**config.mk**
```make
export PLATFORM = sky130hd
export DESIGN_NAME = load_store_unit_flat
export DESIGN_NICKNAME = d
export VERILOG_FILES = /design/src/rtl/load_store_unit_if.sv /design/src/rtl/load_store_unit.sv /design/src/flat_wrapper.sv
export SDC_FILE = /design/constraint.sdc
export NUM_CORES = 1
export LEC_CHECK = 0
export CAP_MARGIN = 40
export CORE_MARGIN = 3
export CORE_UTILIZATION = 28
export DETAILED_ROUTE_END_ITERATION = 10
export SYNTH_ARGS = -nofsm -noshare
export SYNTH_HDL_FRONTEND = slang
export SYNTH_SLANG_ARGS = --single-unit
```
**constraint.sdc**
```tcl
create_clock -name clk -period 1.7 [get_ports clk]
set_input_delay 0.34 -clock clk [delete_from_list [all_inputs] [get_ports clk]]
set_output_delay 0.34 -clock clk [all_outputs]
set_load 0.02 [all_outputs]
```
**src/rtl/load_store_unit_if.sv**
```systemverilog
// Request/response and dataMemory bus of the load/store unit.
// master: execute stage plus memory side; slave: the load_store_unit itself.
interface load_store_unit_if #(
   parameter int unsigned ADDR_W = 32
);
   logic              req_valid;
   logic              req_ready;
   logic              req_load;
   logic              req_byte;
   logic              req_signed;
   logic [ADDR_W-1:0] req_addr;
   logic [31:0]       req_wdata;
   logic              resp_valid;
   logic [31:0]       resp_rdata;
   logic              resp_fault;
   logic [31:0]       mem_addr;
   logic [31:0]       mem_dataIn;
   logic              mem_enable;
   logic              mem_readNotWrite;
   logic [31:0]       mem_dataOut;

   modport master (
      output req_valid, req_load, req_byte, req_signed, req_addr, req_wdata, mem_dataOut,
      input  req_ready, resp_valid, resp_rdata, resp_fault,
      input  mem_addr, mem_dataIn, mem_enable, mem_readNotWrite
   );

   modport slave (
      input  req_valid, req_load, req_byte, req_signed, req_addr, req_wdata, mem_dataOut,
      output req_ready, resp_valid, resp_rdata, resp_fault,
      output mem_addr, mem_dataIn, mem_enable, mem_readNotWrite
   );
endinterface

```
**src/rtl/load_store_unit.sv**
```systemverilog
// Memory-stage load/store sequencer: byte/word requests to word accesses, byte stores by RMW.
// Define LSU_SIGNEXT_EN to sign-extend byte loads that have req_signed set.
module load_store_unit #(
   parameter int unsigned ADDR_W    = 32,
   parameter int unsigned MEM_WORDS = 256
) (
   input logic              clk,
   input logic              reset,
   load_store_unit_if.slave bus
);
   localparam int unsigned IdxW = $clog2(MEM_WORDS);

   typedef enum logic [2:0] {StIdle, StRd, StRdw, StWr, StResp} state_e;
   state_e state_q, state_d;

   logic        op_load_q, op_byte_q;
   logic [1:0]  lane_q;
   logic [7:0]  wbyte_q;
   logic        accept, misaligned;
   logic [7:0]  rbyte;
   logic [31:0] load_val, merged;

   logic        req_ready_d, resp_valid_d, resp_fault_d, mem_enable_d, mem_rnw_d;
   logic [31:0] resp_rdata_d, mem_addr_d, mem_dataIn_d;

   assign accept     = bus.req_valid & bus.req_ready;
   assign misaligned = ~bus.req_byte & (bus.req_addr[1:0] != 2'b00);

`ifdef LSU_SIGNEXT_EN
   logic op_signed_q;
   logic unused_bits;
   assign unused_bits = ^bus.req_addr[ADDR_W-1:IdxW+2];
`else
   logic unused_bits;
   assign unused_bits = ^{bus.req_addr[ADDR_W-1:IdxW+2], bus.req_signed};
`endif

   always_ff @(posedge clk) begin
      if (!reset) begin
         state_q <= StIdle;
      end else begin
         state_q <= state_d;
      end
   end

   always_comb begin
      state_d = state_q;
      case (state_q)
         StIdle: begin
            if (accept) begin
               if (misaligned) begin
                  state_d = StResp;
               end else if (bus.req_load || bus.req_byte) begin
                  state_d = StRd;
               end else begin
                  state_d = StWr;
               end
            end
         end
         StRd:    state_d = StRdw;
         StRdw:   state_d = op_load_q ? StResp : StWr;
         StWr:    state_d = StResp;
         StResp:  state_d = StIdle;
         default: state_d = StIdle;
      endcase
   end

   // Lane extract for byte loads and lane merge for byte-store RMW.
   always_comb begin
      rbyte  = bus.mem_dataOut[{lane_q, 3'b000} +: 8];
      merged = bus.mem_dataOut;
      merged[{lane_q, 3'b000} +: 8] = wbyte_q;
      if (op_byte_q) begin
`ifdef LSU_SIGNEXT_EN
         load_val = {{24{op_signed_q & rbyte[7]}}, rbyte};
`else
         load_val = {24'h0, rbyte};
`endif
      end else begin
         load_val = bus.mem_dataOut;
      end
   end

   always_comb begin
      req_ready_d  = (state_d == StIdle);
      resp_valid_d = (state_d == StResp);
      mem_enable_d = (state_d == StRd) || (state_d == StWr);
      mem_rnw_d    = (state_d != StWr);
      resp_fault_d = 1'b0;
      resp_rdata_d = 32'h0;
      mem_addr_d   = bus.mem_addr;
      mem_dataIn_d = bus.mem_dataIn;
      if (accept) begin
         resp_fault_d = misaligned;
         mem_addr_d   = {{(32-IdxW){1'b0}}, bus.req_addr[IdxW+1:2]};
         mem_dataIn_d = bus.req_wdata;
      end
      if (state_q == StRdw) begin
         if (op_load_q) begin
            resp_rdata_d = load_val;
         end else begin
            mem_dataIn_d = merged;
         end
      end
   end

   always_ff @(posedge clk) begin
      if (!reset) begin
         bus.req_ready        <= 1'b1;
         bus.resp_valid       <= 1'b0;
         bus.resp_rdata       <= 32'h0;
         bus.resp_fault       <= 1'b0;
         bus.mem_addr         <= 32'h0;
         bus.mem_dataIn       <= 32'h0;
         bus.mem_enable       <= 1'b0;
         bus.mem_readNotWrite <= 1'b1;
      end else begin
         bus.req_ready        <= req_ready_d;
         bus.resp_valid       <= resp_valid_d;
         bus.resp_rdata       <= resp_rdata_d;
         bus.resp_fault       <= resp_fault_d;
         bus.mem_addr         <= mem_addr_d;
         bus.mem_dataIn       <= mem_dataIn_d;
         bus.mem_enable       <= mem_enable_d;
         bus.mem_readNotWrite <= mem_rnw_d;
      end
   end

   always_ff @(posedge clk) begin
      if (!reset) begin
         op_load_q <= 1'b0;
         op_byte_q <= 1'b0;
         lane_q    <= 2'b00;
         wbyte_q   <= 8'h0;
`ifdef LSU_SIGNEXT_EN
         op_signed_q <= 1'b0;
`endif
      end else if (accept) begin
         op_load_q <= bus.req_load;
         op_byte_q <= bus.req_byte;
         lane_q    <= bus.req_addr[1:0];
         wbyte_q   <= bus.req_wdata[7:0];
`ifdef LSU_SIGNEXT_EN
         op_signed_q <= bus.req_signed;
`endif
      end
   end
endmodule

```
**src/flat_wrapper.sv**
```systemverilog
// flat-port wrapper written by rule: the top's interface ports become plain ports
module load_store_unit_flat 
#(
   parameter int unsigned ADDR_W    = 32,
   parameter int unsigned MEM_WORDS = 256
)
  (clk, reset, bus_req_valid, bus_req_load, bus_req_byte, bus_req_signed, bus_req_addr, bus_req_wdata, bus_mem_dataOut, bus_req_ready, bus_resp_valid, bus_resp_rdata, bus_resp_fault, bus_mem_addr, bus_mem_dataIn, bus_mem_enable, bus_mem_readNotWrite);
  load_store_unit_if #(.ADDR_W(ADDR_W)) bus_i ();
  input logic clk;
  input logic reset;
  input wire logic [$bits(bus_i.req_valid)-1:0] bus_req_valid;
  input wire logic [$bits(bus_i.req_load)-1:0] bus_req_load;
  input wire logic [$bits(bus_i.req_byte)-1:0] bus_req_byte;
  input wire logic [$bits(bus_i.req_signed)-1:0] bus_req_signed;
  input wire logic [$bits(bus_i.req_addr)-1:0] bus_req_addr;
  input wire logic [$bits(bus_i.req_wdata)-1:0] bus_req_wdata;
  input wire logic [$bits(bus_i.mem_dataOut)-1:0] bus_mem_dataOut;
  output wire logic [$bits(bus_i.req_ready)-1:0] bus_req_ready;
  output wire logic [$bits(bus_i.resp_valid)-1:0] bus_resp_valid;
  output wire logic [$bits(bus_i.resp_rdata)-1:0] bus_resp_rdata;
  output wire logic [$bits(bus_i.resp_fault)-1:0] bus_resp_fault;
  output wire logic [$bits(bus_i.mem_addr)-1:0] bus_mem_addr;
  output wire logic [$bits(bus_i.mem_dataIn)-1:0] bus_mem_dataIn;
  output wire logic [$bits(bus_i.mem_enable)-1:0] bus_mem_enable;
  output wire logic [$bits(bus_i.mem_readNotWrite)-1:0] bus_mem_readNotWrite;
  assign bus_i.req_valid = bus_req_valid;
  assign bus_i.req_load = bus_req_load;
  assign bus_i.req_byte = bus_req_byte;
  assign bus_i.req_signed = bus_req_signed;
  assign bus_i.req_addr = bus_req_addr;
  assign bus_i.req_wdata = bus_req_wdata;
  assign bus_i.mem_dataOut = bus_mem_dataOut;
  assign bus_req_ready = bus_i.req_ready;
  assign bus_resp_valid = bus_i.resp_valid;
  assign bus_resp_rdata = bus_i.resp_rdata;
  assign bus_resp_fault = bus_i.resp_fault;
  assign bus_mem_addr = bus_i.mem_addr;
  assign bus_mem_dataIn = bus_i.mem_dataIn;
  assign bus_mem_enable = bus_i.mem_enable;
  assign bus_mem_readNotWrite = bus_i.mem_readNotWrite;
  load_store_unit #(.ADDR_W(ADDR_W), .MEM_WORDS(MEM_WORDS)) u_core (.clk(clk), .reset(reset), .bus(bus_i));
endmodule
```
# After elaboration in Yosys (flattened, before gate mapping)
# Index checks and enable logic that the tools add are counted.
# word_totals
wordCells,49
ram_bits,0
latch_bits,0
output_inout_bits,101
inputBits,102
rom_bits,0
mem_count,0
register_bits,92
# classes
n_mux,10
reduce_logical,8
n_lt_le_gt_ge,0
div,0
bitwise,6
mul,0
eq_ne,7
addsub,1
shifts,3
# ops
op,count
32-bit two-way mux,3
32-bit bitwise mux,1
8-bit by 7-bit variable shift with 32-bit output (first input constant),1
32-bit by 6-bit indexed part select with 8-bit output,1
8-bit by 7-bit indexed part select with 32-bit output,1
3-bit one-hot mux with 4 select lines,1
3-bit by 2-bit equality test with 1-bit output (second input constant),3
3-bit two-way mux,3
8-bit two-way mux,1
5-bit negator with 7-bit output,1
3-bit by 1-bit equality test with 1-bit output (second input constant),2
3-bit zero test,2
1-bit NOT,4
4-bit OR reduction,1
3-bit equality test (second input constant),1
3-bit by 2-bit != test with 1-bit output (second input constant),1
3-bit AND reduction,1
1-bit bitwise AND,2
1-bit logical OR,2
2-bit two-way mux,1
2-bit AND reduction,1
2-bit nonzero test,1

# Longest topological paths before layout
# depth
depth_word,7
ltp_mapped,7
ltp_nobuf,6

# Least setup slack after synthesis
# OpenSTA, ideal clock, no wires.
# synth_timing
path_type,reg2reg
from,register u_core.lane_q[0]
to,register u_core.bus.mem_dataIn[0]
path_stages_with_launch,7
t_required_ns,1.640
path_slack_ns,-0.093
arrival_ns,1.733
path_buffers,1
setup_time_ns,0.060
cell_sequence,dfxtp_1 buf_2 inv_2 ha_1 nor4b_4 a221o_1 and3_1
# synth_between
elab_chain_cells,5
word_cells_on_any_way,6
# synth_rtl
item,line,source
"start, declared",load_store_unit.sv:17,logic [1:0] lane_q;
"start signal, assigned",load_store_unit.sv:141,lane_q <= bus.req_addr[1:0];
5-bit negator with 7-bit output (*),load_store_unit.sv:72,"merged[{lane_q, 3'b000} +: 8] = wbyte_q;"
8-bit by 7-bit indexed part select with 32-bit output / 8-bit by 7-bit variable shift with 32-bit output (equally long branches),load_store_unit.sv:72,
32-bit bitwise mux (*),load_store_unit.sv:72,
32-bit two-way mux (*),load_store_unit.sv:99,if (op_load_q) begin
32-bit two-way mux (*),load_store_unit.sv:98,if (state_q == StRdw) begin
"end signal, assigned",load_store_unit.sv:123,bus.mem_dataIn <= mem_dataIn_d;
"end, declared",load_store_unit_if.sv:31,"output mem_addr, mem_dataIn, mem_enable, mem_readNotWrite"
# Mark *: on every way between the ends. The rest lies on a longest branch, timed or not.
# A chain may end at the register's enable or synchronous reset.

# Worst setup path in the final report
# layout_timing
from,register u_core.lane_q[0]
to,register u_core.bus.mem_dataIn[25]
# Same word-level chain as after synthesis.

==> summary.txt <==
STA
  – FMAX: between 600 and 700 MHz
  – Setup-failing EPs final: 0
  – Final hold violation count: 0
  – Slew Limit Fails: 0
  – Post-route clock period utilization: between 90 and 100%
  – Sum Neg Setup Slack: 0 ps
  – Post-layout min period: between 1500 and 2000 ps
  – RSZ-0062 raised after global routing: no
  – Setup slack after layout: 44.56 ps
  – Worst hold slack: ~470 ps
  – Clock skew: 8.810 ps

Critical path
  – Most used cell, CP: buf_4
  – Top Family by Delay on Critical Path: simple AND/OR/NAND/NOR gates
  – Reg2Reg Depth: 7
  – Startpoint types: flop
  – Bufs and invs on worst path: 3
  – CP Max Fanout: 4
  – Worst R2R Setup Slack: 40 ps
  – RR Endpoint: u_core.bus.mem_dataIn[25]
  – Worst EP arrival: about 1900 ps
  – Slowest CP cell: dfxtp_4
  – Reg2Reg Launch Point: u_core.lane_q[0]
  – Crit-path max cell delay: approximately 360 ps
  – Setup crit end kind: flop
  – Crit-path cells: inv_4 > ha_4 > buf_4 > nor4_4 > buf_4 > a221o_1 > and3_1
  – Worst setup path class: reg2reg
  – Worst Path Required: roughly 2000 ps

Power
  – Sequential share of power: just under 40%
  – Pwr dens: approximately 1100 nW/µm²
  – Switching Fraction: roughly a third
  – Clock power frac: 29.2%
  – Total power: 6.694 mW
  – P_sw: 2.130 mW
  – Logic pwr share: 32.1%
  – VDD IR max: 0.5347 mV
  – Internal: 4.564 mW
  – P_leak: 2.719 nW

CTS
  – Cts bufs inserted: 9
  – Clock root cell: clkbuf_16
  – Worst-Skew Late Latency: 340 ps
  – Maximum clock path buffer count: 2
  – CTS sink cnt: between 90 and 100
  – H-tree depth: 3
  – CTS tree: yes
  – Clock transition at path regs: 70 ps

Layout
  – Most frequent cells in the layout: clkdlybuf4s50_1 (148), nand2_1 (98), dfxtp_1 (90)
  – Area delta synth->final: 54.15%
  – Final core utilization: 44.85%
  – Layout cells sized above 1: between 10% and 20%
  – Fin nets: 738
  – Commonest non-fill, non-tap cell in the layout: clkdlybuf4s50_1
  – Layout filler cell count: 1356
  – Ant. Diodes: 0

Global route
  – Largest net degree at the start of global routing: 37
  – GR Util met3: 4.306%
  – Vias in the first global route: 3881
  – Met2 usage: 26.34%
  – Grt met1 use: roughly 23%
  – First-pass GRT wire length: between 20000 and 25000 µm
  – GRT Max-Usage Layer: met2
  – Gr usage total: 16.94%
  – Antenna violations before repair: 0
  – Total grt overflow: 0

Die
  – Initial Utilization: 29.10%
  – Die ar.: 16140 µm²
  – Die Span Y: 127.0 µm
  – IO Pins: 203
  – Die X: 127.0 µm
  – Row cnt: 43
  – Core area: between 10000 and 15000 µm²

Placed design
  – Routability cong.: around 0.85
  – Post-DP HPWL: approximately 10000 µm
  – Pre-CTS setup slack: -169.9 ps
  – I/O Buffers: ~160

Worst hold path
  – Hold WC Path Type: reg2reg
  – Min-Delay Endpoint: u_core.bus.mem_addr[1]
  – Worst hold stages: 2
  – HP Start: u_core.bus.mem_addr[1]

Synthesis
  – EDFF count, synth: 0
  – Mean area per synthesized cell: 8.975 µm²
  – Post-synthesis sequential area ratio: around 45%
  – Gate Count Post-Synth: 457
  – Async SR Flop Fraction: 0%
  – Warnings from Yosys: 0
  – Synthesized area: 4101 µm²
  – Seq cells post-synth: 92
  – Synth Flop Type: dfxtp_1
  – Post-synth cell types: 37

Drt
  – DRT iter0 DRCs: 282
  – Residual DRC: 0
  – First-pass DRT Iterations: 5
  – DR WL/cell: 16.88 µm
  – Final wirelength: between 10000 and 15000 µm
  – Via/cell ratio: 4.848
  – Antenna-violating nets left: 0
  – DR vias: just under 4000

Flow run
  – Max-cap viol count: 0

Status
  – Status: finished, final reports clean
[flip-flops by register name, summed over array words and instances, names as in the netlist]
name	cells
u_core.lane_q	2
u_core.bus.req_ready	1
u_core.bus.resp_fault	1
u_core.bus.mem_dataIn	32
u_core.op_load_q	1
u_core.bus.mem_addr	8
u_core.bus.resp_rdata	32
u_core.bus.mem_enable	1
u_core.bus.mem_readNotWrite	1
u_core.op_byte_q	1
u_core.wbyte_q	8
u_core.bus.resp_valid	1
u_core.state_q	3
[metrics by stage]
step | instances | area [µm²]
finish | 815 | 6322
detailed placement | 792 | 5943
global placement | 792 | 5943
global route | 815 | 6322
CTS | 812 | 6281
floorplan | 480 | 4198
[cell families after synthesis]
logic type               synth area share, %
buffers and inverters                  8.206
AND/OR/NAND/NOR                        26.48
flip-flops                             44.91
multiplexers                           2.197
adder cells (fa/ha/maj)                1.525
other                                0.09143
AO/OA/AOI/OAI                          16.60
[layer usage]
metal | vias to the layer above | wire length (µm)
met4 | 0 | 306
li1 | 1901 | -
met1 | 1847 | 6183
met3 | 19 | 1094
met5 | - | 0
met2 | 184 | 6175
[power by group through the flow]
stage | clock [mW] | sequential (mW) | combinational [mW]
final | 1.96 | 2.59 | 2.15
after global routing | 2.09 | 2.62 | 2.33
after CTS | 2.01 | 2.59 | 2.17
after detailed placement | 0 | 2.64 | 2.13
after global placement | 0 | 2.63 | 2.11
after floorplan | 0 | 2.82 | 0.963
[worst max-delay path by stage]
| stage | start | end | cells past startpoint |
|---|---|---|---|
| after detailed placement | reset | u_core.bus.resp_rdata[26] | 6 |
| after global routing | u_core.bus.mem_dataIn[9] | bus_mem_dataIn[9] | 1 |
| final | u_core.lane_q[0] | u_core.bus.mem_dataIn[25] | 7 |
| after floorplan | u_core.lane_q[0] | u_core.bus.mem_dataIn[0] | 6 |
| after CTS | u_core.bus.mem_dataIn[7] | bus_mem_dataIn[7] | 1 |
| after global placement | reset | u_core.bus.resp_rdata[20] | 6 |
[cells in the mapped netlist, drive strengths merged, types with 4 or more instances]
library cell	instances	area (µm²)
a21boi	20	150.1
a21oi	9	45.04
a221o	32	320.3
and2	28	175.2
and3	32	200.2
buf	36	246.5
clkbuf	17	63.81
clkinv	4	15.01
dfxtp	92	1842
ha	5	62.56
mux2	8	90.09
nand2	99	371.6
nand3	32	160.2
o21ai	13	80.08
o22ai	8	50.05
[worst min-delay path, cell delays in order (launching register included)]
cell	delay (ps)
dfxtp_1	310
nand2_1	50
a21boi_0	60
[timing repair]
item,4_1_cts,5_1_grt
pin swaps,2,2
endpoints found under the setup margin,32,19
resized for setup,4,8
buffers inserted,5,3
hold buffers,0,0
cloned,0,0
[layout make-up]
class / instances / area, µm² / share of cell area, %
inverters: 7 / 31.28 / 0.4948
clock buffers: 11 / 232.7 / 3.681
repair buffers: 193 / 1904 / 30.12
multi-input cells: 328 / 2031 / 32.12
clock inverters: 4 / 51.30 / 0.8114
well taps: 180 / 225.2 / 3.562
flip-flops and latches: 92 / 1847 / 29.21
Note: power is estimated with default switching activity, not from simulation.
==> RTL edit: new RTL, same flow settings <==
Encoding of `state_e`: now Gray code (3 bits for 5 states).
--- a/src/rtl/load_store_unit.sv
+++ b/src/rtl/load_store_unit.sv
@@ -12,3 +12,3 @@
 
-   typedef enum logic [2:0] {StIdle, StRd, StRdw, StWr, StResp} state_e;
+   typedef enum logic [2:0] {StIdle = 3'b000, StRd = 3'b001, StRdw = 3'b011, StWr = 3'b010, StResp = 3'b110} state_e;
    state_e state_q, state_d;
Function: same outputs for any inputs over 10 cycles, from zero or initial values and one cycle with reset low; not proved beyond that.
==> RTL edit against the unedited design <==
Total power is 15% lower; synthesized area decreased by 3.4%; combinational power is 47% lower; core utilization rose by 0.39 points; worst setup slack worse by 0.00083 ns; final area decreased by 3.0%; non-clock buffer count fell by 11; sequential cell count unchanged; routed wire length is 2.2% lower; sequential share of layout area rose by 0.84 points; critical endpoint is now bus_mem_dataIn[6].
==> RTL edit: results (changes against the unedited design) <==
outcome:
  status: "finished clean"
detailed_routing:
  drtIter0Drc: 213  # -24%
  viasPerCell: 4.95  # +2.0%
  first_pass_iters: 7  # +2
  wl_per_cell_um: 17.5  # +3.6%
critical_path:
  cp_max_fo: 2  # -2
  endpoint_kind: "primary output"
  worstReg2RegEnd: "u_core.bus.mem_dataIn[11]"
  critPathLaunch: "u_core.bus.mem_dataIn[6]"
  crit_family: "buffers and inverters"
final_layout:
  final-seq-area_mm2: 0.00184  # -0.20%
  fillers: 1332  # -1.8%
  final_nets: 696  # -5.7%
global_route:
  grtUsageMet3: 0.0583  # +0.0153
  use_met2: 0.264  # +0.000290
  grt_pass1_wl_um: 20500  # -4.1%
  grtUsageTotal: 0.166  # -0.00380
  grtUsageMet1: 0.213  # -0.0136
synthesis:
  yosysSeqAreaShare: 0.465  # +0.0160
  synthTopCellsByCount: "nand2_1, dfxtp_1, a311oi_1"
  yosysUniqueCellTypes: 41  # +11%
pwr:
  p_leak_nw: 2.31  # -15%
clock_tree:
  post-cts-setup-buffers: 0  # -5
place:
  gp_congestion: 0.853  # +0.83%
  dp_hpwl_um: 10100  # -0.98%
[RTL edit: area by class of cell]
type                       count  share of cell area
tap                          176              0.0359
timing repair buffer         182               0.300
multi-input combinational    295               0.306
inverter                       9             0.00571
clock inverter                 4              0.0120
clock buffer                  11              0.0396
sequential                    92               0.300
[RTL edit: metrics by stage]
stage / setup TNS [ns] / power [mW] / std cells
3_5_place_dp: -0.792 / 3.52 / 754
4_1_cts: -0.522 / 5.69 / 769
6_report: 0 / 5.66 / 769
2_1_floorplan: 0 / 2.99 / 453
5_1_grt: -0.0189 / 5.90 / 769
3_3_place_gp: -0.250 / 3.51 / 754
[RTL edit: worst min path at each step]
stage	start	to	slack [ns]
6_report	u_core.bus.mem_addr[3]	u_core.bus.mem_addr[3]	0.46
2_1_floorplan	bus_req_byte	u_core.bus.resp_fault	0.42
3_5_place_dp	u_core.bus.mem_addr[3]	u_core.bus.mem_addr[3]	0.45
5_1_grt	u_core.bus.mem_addr[3]	u_core.bus.mem_addr[3]	0.48
3_3_place_gp	u_core.bus.mem_addr[6]	u_core.bus.mem_addr[6]	0.44
4_1_cts	u_core.bus.mem_addr[3]	u_core.bus.mem_addr[3]	0.46
[RTL edit: kinds of logic after synthesis]
| family | count (synthesis) | share of synthesized area |
|---|---|---|
| AOI/OAI and AO/OA | 109 | 0.213 |
| muxes | 8 | 0.0227 |
| buffers and inverters | 66 | 0.107 |
| adders and majority gates | 5 | 0.0158 |
| and+or+nand+nor | 149 | 0.175 |
| other | 1 | 0.000947 |
| DFF | 92 | 0.465 |
[RTL edit: power groups by stage]
stage | clock network, mW | registers [mW] | logic, mW
3_3_place_gp | 0 | 2.42 | 1.09
2_1_floorplan | 0 | 2.51 | 0.474
4_1_cts | 2.20 | 2.38 | 1.10
6_report | 2.15 | 2.38 | 1.13
3_5_place_dp | 0 | 2.42 | 1.10
5_1_grt | 2.30 | 2.39 | 1.21
[RTL edit: routing by layer]
| metal | wire length [µm] | vias up | part of all wire |
|---|---|---|---|
| met1 | 5910 | 1761 | 0.44 |
| met4 | 252 | 0 | 0.019 |
| met3 | 1270 | 24 | 0.094 |
| li1 | - | 1824 | - |
| met5 | 0 | - | 0 |
| met2 | 6020 | 195 | 0.45 |
[RTL edit: what timing repair did]
item                       4_1_cts  5_1_grt
pin swaps                        0        2
setup endpoints to repair       13       29
resized for setup                1       22
